`config.mk`:
```
export PLATFORM = sky130hd
export DESIGN_NAME = axil_uart_regs
export DESIGN_NICKNAME = d
export VERILOG_FILES = /design/src/rtl/axil_uart_regs.sv
export SDC_FILE = /design/constraint.sdc
export NUM_CORES = 1
export LEC_CHECK = 0
export CAP_MARGIN = 20
export CORE_AREA = 2 2 66 68
export DETAILED_ROUTE_END_ITERATION = 10
export DIE_AREA = 0 0 68 70
export PLACE_DENSITY = 0.88
export SLEW_MARGIN = 20
export SYNTH_ARGS = -nofsm -noshare
export SYNTH_HDL_FRONTEND = slang
export SYNTH_SLANG_ARGS = --single-unit
```
`constraint.sdc`:
```
create_clock -name Clk -period 2.8 [get_ports Clk]
set_input_delay 0.56 -clock Clk [delete_from_list [all_inputs] [get_ports Clk]]
set_output_delay 0.56 -clock Clk [all_outputs]
set_load 0.03 [all_outputs]
```
`src/rtl/axil_uart_regs.sv`:
```
// ---------------------------------------------------------------------------
// axil_uart_regs
// AXI4-Lite slave register front-end for the UART core. Maps four 32-bit
// registers onto the UART FIFO / enable interface:
//   0x0 RXDATA  (RO)  {23'b0, valid, byte}, a successful read pops the RX FIFO
//   0x4 TXDATA  (WO)  byte write pushes into the TX FIFO, reads return 0
//   0x8 STATUS  (RO)  {rx_unf, tx_ovf, Full, Empty}, a read clears the stickies
//   0xC CTRL    (RW)  {Enable_tx, Enable_rx}
// Ports:
//   Clk, Reset        single clock domain, asynchronous active-high reset
//   S_AXI_*           AXI4-Lite slave (AW/W accepted together, B, AR, R)
//   RX_data, Empty    RX FIFO head (first-word-fall-through) and empty flag
//   rd_uart_en        one-cycle RX FIFO pop, asserted in the AR accept cycle
//   TX_data           byte pushed into the TX FIFO
//   wr_uart_en        one-cycle TX FIFO push, registered from the write accept
//   Full              TX FIFO full
//   Enable_rx/_tx     UART receiver / transmitter enables
// ---------------------------------------------------------------------------
module axil_uart_regs #(
    parameter int C_ADDR_WIDTH = 4,
    parameter int C_DATA_WIDTH = 32
) (
    input  logic                      Clk,
    input  logic                      Reset,
    input  logic [C_ADDR_WIDTH-1:0]   S_AXI_AWADDR,
    input  logic                      S_AXI_AWVALID,
    output logic                      S_AXI_AWREADY,
    input  logic [C_DATA_WIDTH-1:0]   S_AXI_WDATA,
    input  logic [3:0]                S_AXI_WSTRB,
    input  logic                      S_AXI_WVALID,
    output logic                      S_AXI_WREADY,
    output logic [1:0]                S_AXI_BRESP,
    output logic                      S_AXI_BVALID,
    input  logic                      S_AXI_BREADY,
    input  logic [C_ADDR_WIDTH-1:0]   S_AXI_ARADDR,
    input  logic                      S_AXI_ARVALID,
    output logic                      S_AXI_ARREADY,
    output logic [C_DATA_WIDTH-1:0]   S_AXI_RDATA,
    output logic [1:0]                S_AXI_RRESP,
    output logic                      S_AXI_RVALID,
    input  logic                      S_AXI_RREADY,
    input  logic [7:0]                RX_data,
    input  logic                      Empty,
    output logic                      rd_uart_en,
    output logic [7:0]                TX_data,
    output logic                      wr_uart_en,
    input  logic                      Full,
    output logic                      Enable_rx,
    output logic                      Enable_tx
);

    localparam logic [1:0] ADDR_RXDATA = 2'd0;
    localparam logic [1:0] ADDR_TXDATA = 2'd1;
    localparam logic [1:0] ADDR_STATUS = 2'd2;
    localparam logic [1:0] ADDR_CTRL   = 2'd3;

    localparam logic [1:0] RESP_OKAY   = 2'b00;
    localparam logic [1:0] RESP_SLVERR = 2'b10;

    localparam logic W_IDLE = 1'b0;
    localparam logic W_RESP = 1'b1;
    localparam logic R_IDLE = 1'b0;
    localparam logic R_DATA = 1'b1;

    logic                    w_state_q, w_state_d;
    logic [1:0]              bresp_q, bresp_d;
    logic [7:0]              tx_data_q, tx_data_d;
    logic                    wr_en_q, wr_en_d;
    logic                    en_rx_q, en_rx_d;
    logic                    en_tx_q, en_tx_d;
    logic                    tx_ovf_q, tx_ovf_d;
    logic                    rx_unf_q, rx_unf_d;
    logic                    r_state_q, r_state_d;
    logic [C_DATA_WIDTH-1:0] rdata_q, rdata_d;

    logic       wr_accept;
    logic       rd_accept;
    logic [1:0] w_addr;
    logic [1:0] r_addr;
    logic       tx_ovf_set;
    logic       rx_unf_set;
    logic       sticky_clr;

    // Only addr[3:2], WDATA[7:0] and WSTRB[0] carry meaning; the rest is
    // folded here so the unused bits are visibly intentional.
    logic unused_bits;
    assign unused_bits = ^{S_AXI_AWADDR, S_AXI_ARADDR, S_AXI_WDATA, S_AXI_WSTRB};

    assign w_addr = S_AXI_AWADDR[3:2];
    assign r_addr = S_AXI_ARADDR[3:2];

    // Address and data must arrive together; readies are gated by Reset so
    // nothing is accepted (and no pop is issued) while reset is held.
    assign wr_accept = !Reset && (w_state_q == W_IDLE) && S_AXI_AWVALID && S_AXI_WVALID;
    assign rd_accept = !Reset && (r_state_q == R_IDLE) && S_AXI_ARVALID;

    assign S_AXI_AWREADY = wr_accept;
    assign S_AXI_WREADY  = wr_accept;
    assign S_AXI_BVALID  = (w_state_q == W_RESP);
    assign S_AXI_BRESP   = bresp_q;

    assign S_AXI_ARREADY = !Reset && (r_state_q == R_IDLE);
    assign S_AXI_RVALID  = (r_state_q == R_DATA);
    assign S_AXI_RDATA   = rdata_q;
    assign S_AXI_RRESP   = RESP_OKAY;

    // The RX FIFO is first-word-fall-through, so the pop is issued in the same
    // cycle the head byte is captured into RDATA.
    assign rd_uart_en = rd_accept && (r_addr == ADDR_RXDATA) && !Empty;
    assign wr_uart_en = wr_en_q;
    assign TX_data    = tx_data_q;
    assign Enable_rx  = en_rx_q;
    assign Enable_tx  = en_tx_q;

    // Write channel: accept, apply the register effect, hold the response.
    always_comb begin
        // NOTE: every signal driven here gets a default first, so no path
        // leaves it unassigned and no latch is inferred.
        w_state_d  = w_state_q;
        bresp_d    = bresp_q;
        tx_data_d  = tx_data_q;
        wr_en_d    = 1'b0;
        en_rx_d    = en_rx_q;
        en_tx_d    = en_tx_q;
        tx_ovf_set = 1'b0;
        case (w_state_q)
            W_IDLE: begin
                if (wr_accept) begin
                    w_state_d = W_RESP;
                    bresp_d   = RESP_OKAY;
                    case (w_addr)
                        ADDR_TXDATA: begin
                            if (S_AXI_WSTRB[0]) begin
                                if (!Full) begin
                                    wr_en_d   = 1'b1;
                                    tx_data_d = S_AXI_WDATA[7:0];
                                end else begin
                                    tx_ovf_set = 1'b1;
                                end
                            end
                        end
                        ADDR_CTRL: begin
                            if (S_AXI_WSTRB[0]) begin
                                en_rx_d = S_AXI_WDATA[0];
                                en_tx_d = S_AXI_WDATA[1];
                            end
                        end
                        default: bresp_d = RESP_SLVERR;
                    endcase
                end
            end
            default: begin
                if (S_AXI_BREADY) w_state_d = W_IDLE;
            end
        endcase
    end

    // Read channel: capture the addressed value at accept, hold until taken.
    always_comb begin
        r_state_d  = r_state_q;
        rdata_d    = rdata_q;
        rx_unf_set = 1'b0;
        sticky_clr = 1'b0;
        case (r_state_q)
            R_IDLE: begin
                if (rd_accept) begin
                    r_state_d = R_DATA;
                    rdata_d   = '0;
                    case (r_addr)
                        ADDR_RXDATA: begin
                            if (!Empty) rdata_d[8:0] = {1'b1, RX_data};
                            else        rx_unf_set   = 1'b1;
                        end
                        ADDR_STATUS: begin
                            rdata_d[3:0] = {rx_unf_q, tx_ovf_q, Full, Empty};
                            sticky_clr   = 1'b1;
                        end
                        ADDR_CTRL:   rdata_d[1:0] = {en_tx_q, en_rx_q};
                        default:     rdata_d      = '0;
                    endcase
                end
            end
            default: begin
                if (S_AXI_RREADY) r_state_d = R_IDLE;
            end
        endcase
    end

    // A set event in the same cycle as a STATUS read keeps the flag set.
    assign tx_ovf_d = tx_ovf_set || (tx_ovf_q && !sticky_clr);
    assign rx_unf_d = rx_unf_set || (rx_unf_q && !sticky_clr);

    always_ff @(posedge Clk or posedge Reset) begin
        if (Reset) begin
            w_state_q <= W_IDLE;
            bresp_q   <= RESP_OKAY;
            tx_data_q <= 8'h00;
            wr_en_q   <= 1'b0;
            en_rx_q   <= 1'b0;
            en_tx_q   <= 1'b0;
            tx_ovf_q  <= 1'b0;
            rx_unf_q  <= 1'b0;
            r_state_q <= R_IDLE;
            rdata_q   <= '0;
        end else begin
            // NOTE: non-blocking assignments so every register samples the
            // pre-edge value of the others, independent of statement order.
            w_state_q <= w_state_d;
            bresp_q   <= bresp_d;
            tx_data_q <= tx_data_d;
            wr_en_q   <= wr_en_d;
            en_rx_q   <= en_rx_d;
            en_tx_q   <= en_tx_d;
            tx_ovf_q  <= tx_ovf_d;
            rx_unf_q  <= rx_unf_d;
            r_state_q <= r_state_d;
            rdata_q   <= rdata_d;
        end
    end

endmodule

```
==> run_results.csv, run 1 <==
group,metric,value,unit
worst_setup_path,crit_family,"buffers and inverters",
sta,hold_viol,0,
sta,max_freq,370.2,MHz
layout,fillCellCount,410,
worst_setup_path,reg2reg_from,"S_AXI_BVALID",
cts,cts_resized,0,
logic_synthesis,syn-cell-area,1275,sq um
routing,wl_per_cell,12.21,um
worst_setup_path,critPathMaxFanout,5,
routing,drc_errors,0,
layout,final_common_cell,"clkdlybuf4s50_1",
placed_design,portBuffers,56,
sta,tightest_slew,0.6202,ns
layout,syn_to_final_growth,46.42,%
worst_setup_path,critical_path_depth,4,
pwr,peakVddDrop,245.6,uV
routing,drt_first_pass_iters,4,
pwr,power,983.1,uW
logic_synthesis,synth_cell_type_count,27,
pwr,power.density,526.6,nW/um^2
sta,final.min_clock_period,2.701,ns
worst_setup_path,worst-r2r-setup-slack,1.14,ns
run,max_cap_viol_count,0,
cts,cts_buffers,3,
status,status,"finished, final reports clean",
grt,grt_pass1_wl,4284,um
worst_setup_path,cp.required,2.24,ns
floorplan,initial_core_util,30.77,%
worst_setup_path,r2r_end,"TX_data[2]",
placed_design,dp_hpwl,2217,um
min_path,hp-start,"S_AXI_RDATA[3]",
worst_setup_path,max_stage_delay,0.70,ns
routing,drt_wl_total,2747,um
floorplan,fp.dieH,70,um
routing,ant_nets,0,
cts,ctsHtreeMaxLevel,1,
routing,vias,942,
worst_setup_path,end_kind,"output pin",
min_path,holdPathEnd,"S_AXI_RDATA[3]",
grt,antenna_found_initial,0,
cts,clkTransAtPathRegs,0.09,ns
routing,vias_per_cell,4.187,
worst_setup_path,worstPathArrival,2.14,ns
worst_setup_path,ff2ff_path_depth,5,
sta,fin_skew,0.002954,ns
worst_setup_path,critical_path_class,"primary input to output pin",
sta,slew_viol_final,0,
layout,drive_above_1_share,13.87,%
cts,cts.sinks,25,
logic_synthesis,ys_ff_latch,25,
sta,tns,0,ns
cts,cts_tree,"built",
sta,rsz0062_at_grt,"no",
floorplan,num_rows,24,
worst_setup_path,crit_slowest_cell,"clkdlybuf4s50_1",
worst_setup_path,critPathBufInv,3,
worst_setup_path,path_cells,"clkdlybuf4s50_1, nand4bb_4, inv_1, clkdlybuf4s50_1",
layout,final_cell_mix,"clkdlybuf4s50_1 (55), conb_1 (26), dfrtp_1 (25)",
grt,grt_max_degree,17,
cts,cts-root-buf,"clkbuf_8",
logic_synthesis,syn_inst,112,
logic_synthesis,yosysSeqAreaShare,49.07,%
layout,nets,235,
sta,period_share,96.48,%
cts,clk_path_buf_depth,2,
worst_setup_path,cpMostUsedCell,"clkdlybuf4s50_1",
grt,grt_usage,11.57,%
placed_design,gp_congestion,0.7621,
pwr,p_leak,0.0008714,uW
sta,finalSetupViolCount,0,
grt,grt_pass1_vias,944,
cts,clk_latency,0.26,ns
cts,ctsHoldBuffers,0,
floorplan,core,4144,sq um
min_path,hold_class,"register to register",
logic_synthesis,yosysWarningCount,0,
layout,antenna_cells,0,
min_path,min_delay_path_depth,2,
routing,drt_iter0_markers,22,
logic_synthesis,avgSynthCellArea,11.38,sq um
floorplan,die_area,4760,sq um
floorplan,die-width,68,um
worst_setup_path,startpoint_type,"primary input",
sta,fin_ws,0.09865,ns
floorplan,num_io_pins,114,
cts,postCtsSetupRepairBufs,0,
placed_design,pre_cts_ws,0.06834,ns
grt,gr-total-overflow,0,
sta,relSlewSlack,58.61,%
-- metal layers --
metal	routed length [um]	share of wire (%)	GRT usage, %	up-vias
li1	-	-	-	455
met1	1187	43	16.46	438
met2	1317	48	18.12	49
met3	241	8.8	2.576	0
met4	0	0	2.000	0
met5	0	0	0	-
-- worst max path at each step --
stage / start / end / slack [ns]
floorplan: S_AXI_ARADDR[2] / rd_uart_en / 0.65
global placement: Reset / S_AXI_WREADY / 0.09
detailed placement: Reset / S_AXI_AWREADY / 0.07
CTS: Reset / S_AXI_AWREADY / 0.06
global route: Reset / S_AXI_AWREADY / 0.01
finish: Reset / S_AXI_AWREADY / 0.1
-- worst register-to-register path: stages, from the launching register on --
cell	delay, ns
dfrtp_1	0.41
nand4bb_4	0.23
buf_4	0.16
nor4_4	0.19
buf_4	0.21
mux2_2	0.35
-- cell usage after synthesis --
cell       number  area [sq um]
a21o_1          1         7.510
a21oi_1         1         5.000
a22o_1          4         35.03
a22oi_1         3         22.52
and2_1          1         6.260
and3_1          2         12.51
buf_2           1         5.000
buf_4          27         202.7
clkbuf_1        2         7.510
conb_1          1         3.750
dfrtp_1        25         625.6
inv_1           6         22.52
mux2_2         10         112.6
mux2i_1         2         20.02
nand2_1         4         15.01
nand2b_1        1         6.260
nand3_1         1         5.000
nand4_1         1         6.260
nand4bb_4       1         27.53
nor2_1          3         11.26
nor3_1          1         5.000
nor3_4          1         16.27
nor4_4          1         21.27
o21ai_0         9         45.04
o22a_1          1         8.760
or3b_2          1         8.760
or4b_1          1         10.01
-- stage by stage --
stage,hold WS (ns),instance area [sq um],util [%],cells
final,0.4841,1867,45.05,225
after detailed placement,0.4730,1822,43.96,221
after floorplan,0.4610,1369,-,137
after global placement,0.4617,1822,43.96,221
after global routing,0.5220,1867,45.05,225
after CTS,0.4955,1867,45.05,225
-- registers in the layout, indices dropped and copies added, names as in the netlist --
register	cells
Enable_rx	1
Enable_tx	1
S_AXI_BRESP	1
S_AXI_BVALID	1
S_AXI_RDATA	9
S_AXI_RVALID	1
TX_data	8
rx_unf_q	1
tx_ovf_q	1
wr_uart_en	1
-- logic make-up after synthesis --
group | Yosys count | synth area share [%]
buffers and inverters | 36 | 18.65
flip-flops | 25 | 49.07
AO/OA/AOI/OAI | 19 | 9.715
AND/OR/NAND/NOR | 19 | 11.87
multiplexers | 12 | 10.40
other | 1 | 0.2941
-- final cells by class --
cell class	instances	area, sq um	share of cell area, %
flip-flops and latches	25	625.6	33.51
multi-input cells	76	505.5	27.08
inverters	6	22.52	1.206
well taps	52	65.06	3.485
clock buffers	4	45.04	2.413
repair buffers	62	603.1	32.31
-- where the power goes --
group          switching, uW  total [uW]  internal [uW]
sequential              26.7         432            405
clock                    111         213            102
combinational            194         338            144
Power figures use the tool's default switching activity.
==> run 2, diff against run 1 <==
--- a/config.mk
+++ b/config.mk
@@ -7,6 +7,7 @@
 export LEC_CHECK = 0
 export CAP_MARGIN = 20
 export CORE_AREA = 2 2 66 68
+export CTS_CLUSTER_SIZE = 12
 export DETAILED_ROUTE_END_ITERATION = 10
 export DIE_AREA = 0 0 68 70
 export PLACE_DENSITY = 0.88
==> results of run 2 <==
No change in the layout: final DEF, timing and power equal those of run 1.
